$ cat config.mk
export PLATFORM = sky130hd
export DESIGN_NAME = alu_op_scheduler
export DESIGN_NICKNAME = d
export VERILOG_FILES = /design/src/rtl/alu_sched_pkg.sv /design/src/rtl/alu_lat_decode.sv /design/src/rtl/alu_op_scheduler.sv
export SDC_FILE = /design/constraint.sdc
export NUM_CORES = 1
export LEC_CHECK = 0
export ABC_AREA = 0
export CORE_MARGIN = 5
export CORE_UTILIZATION = 43
export DETAILED_ROUTE_END_ITERATION = 10
export HOLD_SLACK_MARGIN = 0.05
export PLACE_DENSITY = 0.84
export SYNTH_ARGS = -nofsm -noshare
export SYNTH_HDL_FRONTEND = slang
export SYNTH_SLANG_ARGS = --single-unit
$ cat constraint.sdc
create_clock -name clk -period 4.45 [get_ports clk]
set_clock_uncertainty 0.1 [all_clocks]
set_input_delay 1.335 -clock clk [delete_from_list [all_inputs] [get_ports clk]]
set_output_delay 1.335 -clock clk [all_outputs]
set_load 0.01 [all_outputs]
$ cat src/rtl/alu_sched_pkg.sv
// Shared opcode constants, FSM state type and opcode-class helpers for the ALU op scheduler.
// Purely declarative: no latency, no backpressure.
// Imported by alu_lat_decode and alu_op_scheduler.
package alu_sched_pkg;

    localparam logic [4:0] MUL    = 5'b00010;
    localparam logic [4:0] MULH   = 5'b00011;
    localparam logic [4:0] MULHSU = 5'b00100;
    localparam logic [4:0] MULHU  = 5'b00101;
    localparam logic [4:0] DIV    = 5'b00110;
    localparam logic [4:0] DIVU   = 5'b00111;
    localparam logic [4:0] REM    = 5'b01000;
    localparam logic [4:0] REMU   = 5'b01001;

    typedef enum logic [1:0] {
        IDLE = 2'd0,
        WAIT = 2'd1,
        RESP = 2'd2
    } state_t;

    function automatic logic is_mul(input logic [4:0] opc);
        return (opc >= MUL) && (opc <= MULHU);
    endfunction

    function automatic logic is_div(input logic [4:0] opc);
        return (opc >= DIV) && (opc <= REMU);
    endfunction

    function automatic int max3(input int a, input int b, input int c);
        int m;
        m = (a > b) ? a : b;
        return (m > c) ? m : c;
    endfunction

endpackage

$ cat src/rtl/alu_lat_decode.sv
// Opcode to (LAT-1) decode: multiply class, divide class, everything else is a simple op.
// Latency: purely combinational.
// Backpressure: none; also consumed by the hazard unit for stall prediction.
module alu_lat_decode
    import alu_sched_pkg::*;
#(
    parameter int OPC_W    = 5,
    parameter int BASE_LAT = 2,
    parameter int MUL_LAT  = 4,
    parameter int DIV_LAT  = 34,
    parameter int CNT_W    = 6
) (
    input  logic [OPC_W-1:0] opcode,
    output logic [CNT_W-1:0] lat_m1
);

    logic [4:0] opc_lo;
    logic       hi_zero;

    always_comb begin
        opc_lo  = opcode[4:0];
        // opcodes wider than the 5-bit ISA field only match a class when the extra bits are clear
        hi_zero = ((opcode >> 5) == '0);
        lat_m1  = CNT_W'(BASE_LAT - 1);
        if (hi_zero && is_mul(opc_lo)) begin
            lat_m1 = CNT_W'(MUL_LAT - 1);
        end else if (hi_zero && is_div(opc_lo)) begin
            lat_m1 = CNT_W'(DIV_LAT - 1);
        end
    end

endmodule

$ cat src/rtl/alu_op_scheduler.sv
// Sequencer in front of the multi-cycle ALU: holds operands for a class-dependent latency, returns answer + tag.
// Latency: rsp_valid rises LAT+1 clocks after the accepting edge (LAT = BASE/MUL/DIV_LAT by opcode class).
// Backpressure: req_ready only in IDLE; response held until rsp_ready. Optional macro ALU_DIV0_BYPASS_EN.
module alu_op_scheduler
    import alu_sched_pkg::*;
#(
    parameter int DATA_W   = 32,
    parameter int OPC_W    = 5,
    parameter int TAG_W    = 5,
    parameter int BASE_LAT = 2,
    parameter int MUL_LAT  = 4,
    parameter int DIV_LAT  = 34
) (
    input  logic              clk,
    input  logic              rst,
    input  logic              flush,
    input  logic              req_valid,
    output logic              req_ready,
    input  logic [DATA_W-1:0] req_op1,
    input  logic [DATA_W-1:0] req_op2,
    input  logic [OPC_W-1:0]  req_opcode,
    input  logic [TAG_W-1:0]  req_tag,
    output logic [DATA_W-1:0] alu_operator_1,
    output logic [DATA_W-1:0] alu_operator_2,
    output logic [OPC_W-1:0]  alu_opcode,
    input  logic [DATA_W-1:0] alu_answer,
    output logic              rsp_valid,
    input  logic              rsp_ready,
    output logic [DATA_W-1:0] rsp_data,
    output logic [TAG_W-1:0]  rsp_tag,
    output logic              busy
);

    localparam int MAX_LAT = max3(BASE_LAT, MUL_LAT, DIV_LAT);
    localparam int CNT_W   = (MAX_LAT > 1) ? $clog2(MAX_LAT) : 1;

    if (BASE_LAT < 1 || MUL_LAT < 1 || DIV_LAT < 1) begin : g_bad_lat
        $fatal(1, "alu_op_scheduler: latency parameters must be at least 1");
    end
    if (OPC_W < 5) begin : g_bad_opc
        $fatal(1, "alu_op_scheduler: OPC_W must cover the 5-bit opcode field");
    end

    state_t             state;
    state_t             state_nxt;
    logic [CNT_W-1:0]   cnt;
    logic [CNT_W-1:0]   lat_m1;
    logic [CNT_W-1:0]   cnt_load;
    logic               first_q;
    logic [TAG_W-1:0]   tag_q;
    logic [DATA_W-1:0]  cap_dat;
    logic               accept;
    logic               cnt_done;

    alu_lat_decode #(
        .OPC_W    (OPC_W),
        .BASE_LAT (BASE_LAT),
        .MUL_LAT  (MUL_LAT),
        .DIV_LAT  (DIV_LAT),
        .CNT_W    (CNT_W)
    ) u_lat_decode (
        .opcode (req_opcode),
        .lat_m1 (lat_m1)
    );

    assign accept = req_valid && req_ready;
    // the first WAIT cycle covers the hop from our operand registers into the ALU input stage
    assign cnt_done = (state == WAIT) && !first_q && (cnt == '0);

`ifdef ALU_DIV0_BYPASS_EN
    logic              div0;
    logic              byp_q;
    logic [DATA_W-1:0] byp_dat;

    assign div0 = is_div(req_opcode[4:0]) && ((req_opcode >> 5) == '0) && (req_op2 == '0);

    always_ff @(posedge clk) begin
        if (rst) begin
            byp_q   <= 1'b0;
            byp_dat <= '0;
        end else if (accept) begin
            byp_q   <= div0;
            byp_dat <= ((req_opcode[4:0] == DIV) || (req_opcode[4:0] == DIVU)) ? '1 : req_op1;
        end
    end

    always_comb begin
        cnt_load = div0 ? '0 : lat_m1;
        cap_dat  = byp_q ? byp_dat : alu_answer;
    end
`else
    always_comb begin
        cnt_load = lat_m1;
        cap_dat  = alu_answer;
    end
`endif

    always_ff @(posedge clk) begin
        if (rst) begin
            state <= IDLE;
        end else begin
            state <= state_nxt;
        end
    end

    always_comb begin
        state_nxt = state;
        if (flush) begin
            state_nxt = IDLE;
        end else begin
            unique case (state)
                IDLE:    if (accept)    state_nxt = WAIT;
                WAIT:    if (cnt_done)  state_nxt = RESP;
                RESP:    if (rsp_ready) state_nxt = IDLE;
                default:                state_nxt = IDLE;
            endcase
        end
    end

    always_comb begin
        req_ready = (state == IDLE) && !flush;
        rsp_valid = (state == RESP);
        busy      = (state != IDLE);
    end

    always_ff @(posedge clk) begin
        if (rst) begin
            alu_operator_1 <= '0;
            alu_operator_2 <= '0;
            alu_opcode     <= '0;
            tag_q          <= '0;
            cnt            <= '0;
            first_q        <= 1'b0;
            rsp_data       <= '0;
            rsp_tag        <= '0;
        end else if (flush) begin
            // alu_* deliberately keep their last values; only the sequencing is aborted
            cnt     <= '0;
            first_q <= 1'b0;
        end else if (accept) begin
            alu_operator_1 <= req_op1;
            alu_operator_2 <= req_op2;
            alu_opcode     <= req_opcode;
            tag_q          <= req_tag;
            cnt            <= cnt_load;
            first_q        <= 1'b1;
        end else if (state == WAIT) begin
            if (first_q) begin
                first_q <= 1'b0;
            end else if (cnt == '0) begin
                rsp_data <= cap_dat;
                rsp_tag  <= tag_q;
            end else begin
                cnt <= cnt - CNT_W'(1);
            end
        end
    end

endmodule

==> flow_summary_export.csv, run 1 <==
group,metric,value,unit
synthesis,async_flop_share,0,%
die,coreArea,10180,um^2
die,ios,220,
worst_setup_path,worst_setup_path_start_kind,"input pin",
die,initial_core_util,43.33,%
synthesis,synth_ff_type,"dfxtp_1",
layout,drive_gt1_share,5.898,%
synthesis,synth.distinct_cells,36,
sta,setup_violations,0,
synthesis,yosysTopAreaCell,"dfxtp_1",
clock_tree,htree_levels,4,
synthesis,ys_ff_latch,120,
global_routing,antenna_found_initial,0,
layout,fin_nets,864,
clock_tree,root_buffer,"clkbuf_8",
sta,fmax,0.2471,GHz
clock_tree,clk_pin_slew,0.06,ns
power_and_ir_drop,ir_worst_vdd,0.2576,mV
sta,period_needed,4.047,ns
worst_setup_path,cpLargestDelayFamily,"buffers and inverters",
die,fp.dieW,111.3,um
layout,multi_input_area,1765,um^2
synthesis,syn-cell-area,4413,um^2
layout,seqCellArea,2402,um^2
outcome,outcome,"complete, no violations",
clock_tree,clock_latency,0.50,ns
layout,most-common-layout-cells,"223 x nand2_1, 218 x clkdlybuf4s50_1, 120 x dfxtp_1, 113 x a21oi_1, 16 x clkbuf_16",
synthesis,synth-seq-area-share,54.44,%
route,drcViolationCount,0,
route,ant_nets,0,
layout,fin_area,7153,um^2
worst_setup_path,critPathBufInv,2,
worst_setup_path,cp_cell_sequence,"clkdlybuf4s50_1 -> nor2_1 -> clkdlybuf4s50_1",
clock_tree,numCtsBuffers,17,
route,drt-total-wl,13350,um
route,viasPerCell,4.958,
sta,finalSetupTns,0,ns
synthesis,synth-edff-count,0,
sta,rsz0062_at_grt,"false",
global_routing,grt_use_total,21.32,%
route,drt-pass1-iter-count,4,
synthesis,synth.net_count,660,
route,drt_iter0_drc,363,
synthesis,avgSynthCellArea,8.068,um^2
sta,tightest_slew,1.166,ns
worst_setup_path,cp_common_cell,"clkdlybuf4s50_1",
global_routing,grt_max_degree,113,
clock_tree,hold_buffers,0,
route,avgRoutedWirePerCell,14.85,um
clock_tree,cts_resized,0,
power_and_ir_drop,power_density,379.8,nW/um^2
sta,slew_headroom,22.26,%
layout,diodes,0,
clock_tree,cts_sinks,120,
place,placed_cell_area,6593,um^2
sta,drv_slew,0,
worst_setup_path,cp_max_fo,5,
clock_tree,cts_buffer_depth,2,
route,vias,4457,
worst_setup_path,critPathMaxStageDelay,0.56,ns
synthesis,synth_top_area_share,54.44,%
worst_setup_path,cp-end-kind,"primary output",
clock_tree,cts_setup_buffers,0,
layout,layout_commonest_cell,"nand2_1",
run,maxCapViolCount,0,
worst_hold_path,hp-class,"flip-flop to flip-flop",
die,dieHeight,111.3,um
die,floorplan.rows,37,
die,die_area,12390,um^2
power_and_ir_drop,p_total,2.717,mW
layout,areaGrowthSynthToFinish,62.09,%
place,place.gp.congestion,0.8085,
place,port_buffers,219,
synthesis,synthTopCellsByArea,"dfxtp_1 54%, nand2_1 19%, a21oi_1 13%, clkbuf_1 2.0%, buf_6 1.3%",
layout,fillers,806,
global_routing,grt_first_pass_wirelength,21600,um
synthesis,synthCells,547,
clock_tree,cts_tree,"yes",
place,dpl.hpwl,9479,um
power_and_ir_drop,p_leak,2.539,nW
global_routing,grt_pass1_vias,4435,
worst_setup_path,critical_path_arrival,2.61,ns
global_routing,grt_overflow_total,0,
worst_setup_path,cpMaxStageDelayCell,"clkdlybuf4s50_1",
worst_setup_path,path_class,"input pin to primary output",
sta,hold_violations,0,
worst_setup_path,cp.required,3.01,ns
sta,finalCritPeriodShare,90.94,%
synthesis,synth_warnings,0,
## per-stage QoR
step	worst slack (ns)	util, %	hold slack (ns)	std cells
floorplan	1.511	-	0.3321	547
global placement	0.4539	64.73	0.3357	868
detailed placement	0.4443	64.73	0.3462	868
CTS	0.4231	70.23	0.3547	899
global route	0.3862	70.23	0.3652	899
finish	0.4031	70.23	0.3523	899
## state kept, by name, indices dropped and copies added (netlist names)
| name | count |
|---|---|
| alu_operator_1 | 32 |
| alu_operator_2 | 32 |
| rsp_data | 32 |
| cnt | 6 |
| alu_opcode | 5 |
| rsp_tag | 5 |
| tag_q | 5 |
| state | 2 |
| first_q | 1 |
## worst register-to-register path: cells and delay by family (launching register included)
kind / cells / cell delay, ns
compound gates: 1 / 0.08
flops: 1 / 0.32
fa+ha+maj: 1 / 0.18
buf+inv: 1 / 0.12
simple gates: 3 / 1.28
## layer usage
layer  share of wire (%)  wire [um]  vias up  global-route usage (%)
met5                   0          0        -                       0
met4                 2.6        342        0                   8.110
met3                 9.2       1225       26                   9.279
met2                  49       6599      200                   36.35
met1                  39       5186     2058                   23.51
li1                    -          -     2173                       -
## synthesized netlist by cell type (2+ instances only)
master / instances
ha_1: 2
or3_1: 2
buf_6: 5
nor2b_1: 3
inv_1: 4
dfxtp_1: 120
a21oi_1: 113
o211ai_1: 3
buf_1: 5
buf_8: 3
clkbuf_1: 24
nand2_1: 223
nand2b_1: 2
nor2_1: 10
o21ai_0: 2
nor4_1: 3
xor2_1: 3
xnor2_1: 2
## final cells by class
class	instances	area share, %
multi-input cells	384	24.68
flip-flops and latches	120	33.58
repair buffers	224	31.31
clock buffers	20	6.087
inverters	4	0.2099
clock inverters	11	1.749
well taps	136	2.379
## power breakdown
group          internal [mW]  switching, mW
clock                  0.808          0.473
sequential              1.11         0.0194
combinational          0.175          0.128
## path summary, 6_finish.rpt
check	start	end	slack (ns)	cells after the start
setup / recovery	flush	req_ready	0.40	3
hold reg to reg	alu_operator_2[23]	alu_operator_2[23]	0.35	2
hold / removal	alu_operator_2[23]	alu_operator_2[23]	0.35	2
setup reg to reg	cnt[0]	rsp_data[10]	2.19	6
## logic make-up (layout without fill, tap and decap cells)
group	after synthesis	in the layout	synth area share [%]
flip-flops	120	120	54.44
adder cells (fa/ha/maj)	2	2	0.5670
AO/OA/AOI/OAI	122	122	14.26
buffers and inverters	43	259	5.784
XOR/XNOR	5	5	0.9925
multiplexers	2	2	0.4820
AND/OR/NAND/NOR	253	253	23.48
Power figures use the tool's default switching activity.
==> run 2: changes to the inputs <==
ABC_AREA = 1   (was 0)
CORE_UTILIZATION = 44   (was 43)
PLACE_DENSITY = 0.85   (was 0.84)
REMOVE_ABC_BUFFERS = 1   (was unset)
==> flow_summary_export.csv, run 2 <==
group,metric,value,unit
synthesis,synthTopCellsByArea,"dfxtp_1 52%, nand2_1 19%, a21oi_1 8.5%, nor2_1 7.5%, inv_1 4.6%",
sta,period_needed,3.960,ns
sta,finalCritPeriodShare,88.99,%
clock_tree,numCtsBuffers,17,
synthesis,synth_most_common_cell,"nand2_1",
die,floorplan.rows,37,
global_routing,grt_first_pass_wirelength,22180,um
run,maxCapViolCount,0,
worst_setup_path,critPathBufInv,2,
route,drt-total-wl,13810,um
worst_setup_path,cpLargestDelayFamily,"buffers and inverters",
clock_tree,cts_buffer_depth,2,
layout,layout_commonest_cell,"nand2_1",
route,drt-pass1-iter-count,5,
layout,diodes,0,
synthesis,ys_ff_latch,120,
layout,fin_nets,963,
place,placed_cell_area,6810,um^2
worst_setup_path,cp_cell_sequence,"clkdlybuf4s50_1 -> nor2_1 -> clkdlybuf4s50_1",
sta,drv_slew,0,
worst_setup_path,critical_path_arrival,2.52,ns
worst_setup_path,cpMaxStageDelayCell,"clkdlybuf4s50_1",
global_routing,antenna_found_initial,0,
worst_setup_path,path_class,"input pin to primary output",
route,ant_nets,0,
global_routing,grt_pass1_vias,4772,
layout,fillers,759,
place,place.gp.congestion,0.8487,
worst_setup_path,cp.required,3.01,ns
sta,setup_violations,0,
worst_setup_path,cp_common_cell,"clkdlybuf4s50_1",
synthesis,syn-cell-area,4598,um^2
route,viasPerCell,4.769,
place,port_buffers,219,
die,dieHeight,112.2,um
clock_tree,root_buffer,"clkbuf_8",
route,avgRoutedWirePerCell,13.82,um
layout,areaGrowthSynthToFinish,60.00,%
clock_tree,cts_tree,"yes",
synthesis,yosys-top-cells-count,"230 x nand2_1, 120 x dfxtp_1, 92 x nor2_1, 78 x a21oi_1, 56 x inv_1",
clock_tree,cts_sinks,120,
synthesis,synth_ff_type,"dfxtp_1",
synthesis,synth.distinct_cells,24,
route,drcViolationCount,0,
die,ios,220,
worst_setup_path,cp_max_fo,4,
synthesis,synth-edff-count,0,
clock_tree,htree_levels,4,
die,coreArea,10280,um^2
synthesis,avgSynthCellArea,7.151,um^2
worst_setup_path,cp-end-kind,"primary output",
sta,fmax,0.2525,GHz
die,fp.dieW,112.2,um
layout,drive_gt1_share,4.983,%
power_and_ir_drop,ir_worst_vdd,0.2389,mV
route,drt_iter0_drc,320,
clock_tree,hold_buffers,0,
synthesis,synthCells,643,
outcome,outcome,"complete, no violations",
global_routing,grt_use_total,21.71,%
sta,hold_violations,0,
die,die_area,12590,um^2
worst_hold_path,hp-class,"flip-flop to flip-flop",
power_and_ir_drop,p_leak,2.942,nW
layout,most-common-layout-cells,"230 x nand2_1, 218 x clkdlybuf4s50_1, 120 x dfxtp_1, 92 x nor2_1, 78 x a21oi_1",
worst_setup_path,worst_setup_path_start_kind,"input pin",
global_routing,grt_overflow_total,0,
die,initial_core_util,44.74,%
sta,slew_headroom,50.21,%
synthesis,yosysTopAreaCell,"dfxtp_1",
global_routing,grt_max_degree,75,
synthesis,synth_top_area_share,52.24,%
sta,finalSetupTns,0,ns
worst_setup_path,critPathMaxStageDelay,0.55,ns
synthesis,async_flop_share,0,%
synthesis,synth_warnings,0,
clock_tree,cts_setup_buffers,0,
sta,rsz0062_at_grt,"false",
sta,tightest_slew,0.7468,ns
layout,reg_top3,"alu_operator_1 x32, alu_operator_2 x32, rsp_data x32",
clock_tree,clk_pin_slew,0.06,ns
clock_tree,clock_latency,0.50,ns
clock_tree,cts_resized,0,
place,dpl.hpwl,9902,um
power_and_ir_drop,power_density,369.8,nW/um^2
synthesis,synth-seq-area-share,52.24,%
route,vias,4764,
layout,fin_area,7357,um^2
run 2: changes by cell type in the layout (fill, tap and decap cells not counted), moves of 6 or more:
| cell | before | now |
|---|---|---|
| nor2_1 | 10 | 92 |
| inv_1 | 4 | 56 |
| a21oi_1 | 113 | 78 |
| nand3_1 | 0 | 8 |
| nand2_1 | 223 | 230 |
| o21ai_0 | 2 | 8 |
run 2: cell families (layout without fill, tap and decap cells):
family / count (synthesis) / count (layout) / synth area share (%)
buf+inv: 95 / 315 / 9.088
simple gates: 336 / 336 / 28.11
compound gates: 89 / 89 / 9.823
fa+ha+maj: 2 / 2 / 0.5441
xor+xnor: 1 / 1 / 0.1905
flops: 120 / 120 / 52.24
run 2: per-stage QoR:
step | hold WS, ns | cells | worst slack [ns] | power, mW | util [%]
4_1_cts | 0.3531 | 999 | 0.4778 | 2.754 | 71.59
3_3_place_gp | 0.3386 | 967 | 0.5131 | 1.499 | 66.26
3_5_place_dp | 0.3443 | 967 | 0.4778 | 1.509 | 66.26
6_report | 0.3516 | 999 | 0.4902 | 2.721 | 71.59
5_1_grt | 0.3707 | 999 | 0.4691 | 2.844 | 71.59
2_1_floorplan | 0.3318 | 607 | 0.5387 | 1.287 | -
run 2: final timing paths:
path	start	to	slack, ns	cells past startpoint
setup / recovery	flush	req_ready	0.49	3
hold / removal	tag_q[0]	tag_q[0]	0.35	2
setup reg to reg	state[0]	alu_opcode[0]	2.11	6
hold reg to reg	tag_q[0]	tag_q[0]	0.35	2
run 2: layer usage:
metal,global-route usage (%),part of all wire (%),vias to the layer above
met3,12.94,13,37
met2,34.56,45,219
met4,10.50,3.3,0
met1,22.88,39,2125
li1,-,-,2383
met5,0,0,-
run 2: power by group:
part / leakage, nW / total [mW] / switching [mW] / internal [mW]
Combinational: 1.72 / 0.345 / 0.152 / 0.192
Sequential: 0.977 / 1.14 / 0.0230 / 1.12
Clock: 0.248 / 1.23 / 0.496 / 0.737
run 2: worst min-delay path, delay by kind of cell (launching register included):
family / cells / cell delay (ns)
buf+inv: 1 / 0.06
flops: 1 / 0.30
compound gates: 1 / 0.05
run 2: cell type report:
type / count / area [um^2] / area share [%]
clock buffers: 17 / 414.1 / 5.629
flip-flops and latches: 120 / 2402 / 32.65
multi-input cells: 428 / 1792 / 24.35
inverters: 59 / 221.5 / 3.010
repair buffers: 224 / 2225 / 30.24
clock inverters: 15 / 132.6 / 1.803
well taps: 136 / 170.2 / 2.313
==> RTL change (flow settings as in run 1) <==
`DIV_LAT` is set to 34 in 2 places; all go to 68.
--- a/src/rtl/alu_lat_decode.sv
+++ b/src/rtl/alu_lat_decode.sv
@@ -8,5 +8,5 @@
     parameter int BASE_LAT = 2,
     parameter int MUL_LAT  = 4,
-    parameter int DIV_LAT  = 34,
+    parameter int DIV_LAT  = 68,
     parameter int CNT_W    = 6
 ) (
--- a/src/rtl/alu_op_scheduler.sv
+++ b/src/rtl/alu_op_scheduler.sv
@@ -10,5 +10,5 @@
     parameter int BASE_LAT = 2,
     parameter int MUL_LAT  = 4,
-    parameter int DIV_LAT  = 34
+    parameter int DIV_LAT  = 68
 ) (
     input  logic              clk,
Check against the original RTL: no difference found for any inputs over 4 cycles, from zero or initial values and one cycle with rst high; that may be too few to reach the edited logic, so the function may still have changed.
==> RTL change against run 1 <==
  * Synthesized cell count grew 0.37%
  * Final area grew 0.26%
  * Register-to-register slack lost 30 ps
  * Sequential cell count grew 1
  * Non-clock buffer count is the same
  * First-iteration DRC count shrank 30%
  * Count of clock-buffer cells in the layout grew 3
  * Routed wire length shrank 0.98%
  * Global-route usage shrank 0.39 points
  * Total power grew 0.87%
  * Maximum frequency shrank 3.6%
  * Critical endpoint unchanged
  * Area after synthesis shrank 0.37%
  * Worst setup slack lost 150 ps
==> RTL change: results (changes against run 1) <==
\begin{tabular}{lr}
\hline
Metric & Value \\
\hline
\multicolumn{2}{l}{\textbf{Power and ir drop}} \\
Power density normalized to cell area & 382 nW/um2 (+0.61\%) \\
Peak ir drop on the vdd network & 0.220 mV (-15\%) \\
Gate power share & 0.117 (+0.005) \\
Clock network fraction of design power & 0.464 (-0.007) \\
Switching power total & 612 uW (-1.4\%) \\
\multicolumn{2}{l}{\textbf{Finish}} \\
Post-layout instance count excluding filler cells & 904 (+0.56\%) \\
Final nets & 868 (+0.46\%) \\
Fraction of layout instances using a drive strength above 1 & 0.0534 (-0.00559) \\
\multicolumn{2}{l}{\textbf{Logic synthesis}} \\
Most used standard cells in the synthesized netlist & nand2\_1 (224), dfxtp\_1 (121), a21oi\_1 (113) \\
Register area share after synthesis & 0.551 (+0.00657) \\
Synthesized Nets & 662 (+0.30\%) \\
Main area contributors after synthesis & dfxtp\_1 (55\%), nand2\_1 (19\%), a21oi\_1 (13\%) \\
\multicolumn{2}{l}{\textbf{STA}} \\
Worst relative slew slack & 0.552 (+0.330) \\
Final worst hold slack & 347 ps (-4.79 ps) \\
Smallest setup slack after layout & 251 ps (-152 ps) \\
\multicolumn{2}{l}{\textbf{Min path}} \\
Startpoint of the lowest-slack hold path & rsp\_data[7] \\
Endpoint of the worst hold path & rsp\_data[7] \\
\multicolumn{2}{l}{\textbf{GRT}} \\
First-pass GRT wire length & 20900 um (-3.1\%) \\
Pin count of the biggest net entering global routing & 68 (-40\%) \\
\multicolumn{2}{l}{\textbf{Detailed routing}} \\
Via count normalized by instance count & 4.91 (-0.93\%) \\
Post-detailed-route wirelength per cell & 14.6 um (-1.5\%) \\
Number of DRC markers after the initial detailed-route iteration & 255 (-30\%) \\
\multicolumn{2}{l}{\textbf{Critical path}} \\
Worst path max stage delay & 610 ps (+50 ps) \\
Launch instance of the worst register-to-register path & cnt[2] \\
Worst reg-to-reg setup slack & 2160 ps (-30 ps) \\
Biggest fanout along the worst timing path & 4 (-1) \\
\multicolumn{2}{l}{\textbf{Placement}} \\
Post-placement cell area & 6620 um2 (+0.38\%) \\
Half-perimeter wire length after detailed placement & 9490 um (+0.16\%) \\
\multicolumn{2}{l}{\textbf{Run status}} \\
Status & finished clean \\
\hline
\end{tabular}
RTL change: changes by cell type after synthesis, sizes merged, moves of 2 or more:
cell | run 1 | this run
buf | 14 | 8
clkbuf | 25 | 29
nor2b | 3 | 1
nor3 | 1 | 3
xor2 | 3 | 5
RTL change: kinds of logic after synthesis:
group           after synthesis  synth area share
compound gates              123             0.145
simple gates                254             0.235
buf+inv                      41            0.0472
fa+ha+maj                     2           0.00569
xor+xnor                      6            0.0120
flops                       121             0.551
mux                           2           0.00484
RTL change: cell type report:
class	count	area [um2]
Fill cell	780	2970
Sequential cell	121	2420
Timing Repair Buffer	224	2240
Multi-Input combinational cell	387	1770
Clock buffer	23	457
Tap cell	136	170
Clock inverter	9	97.6
Inverter	4	15.0
RTL change: routing by layer:
layer	track usage	vias up	part of all wire
li1	-	2198	-
met1	0.223	2024	0.39
met2	0.355	199	0.49
met3	0.105	19	0.11
met4	0.0811	0	0.017
met5	0	-	0
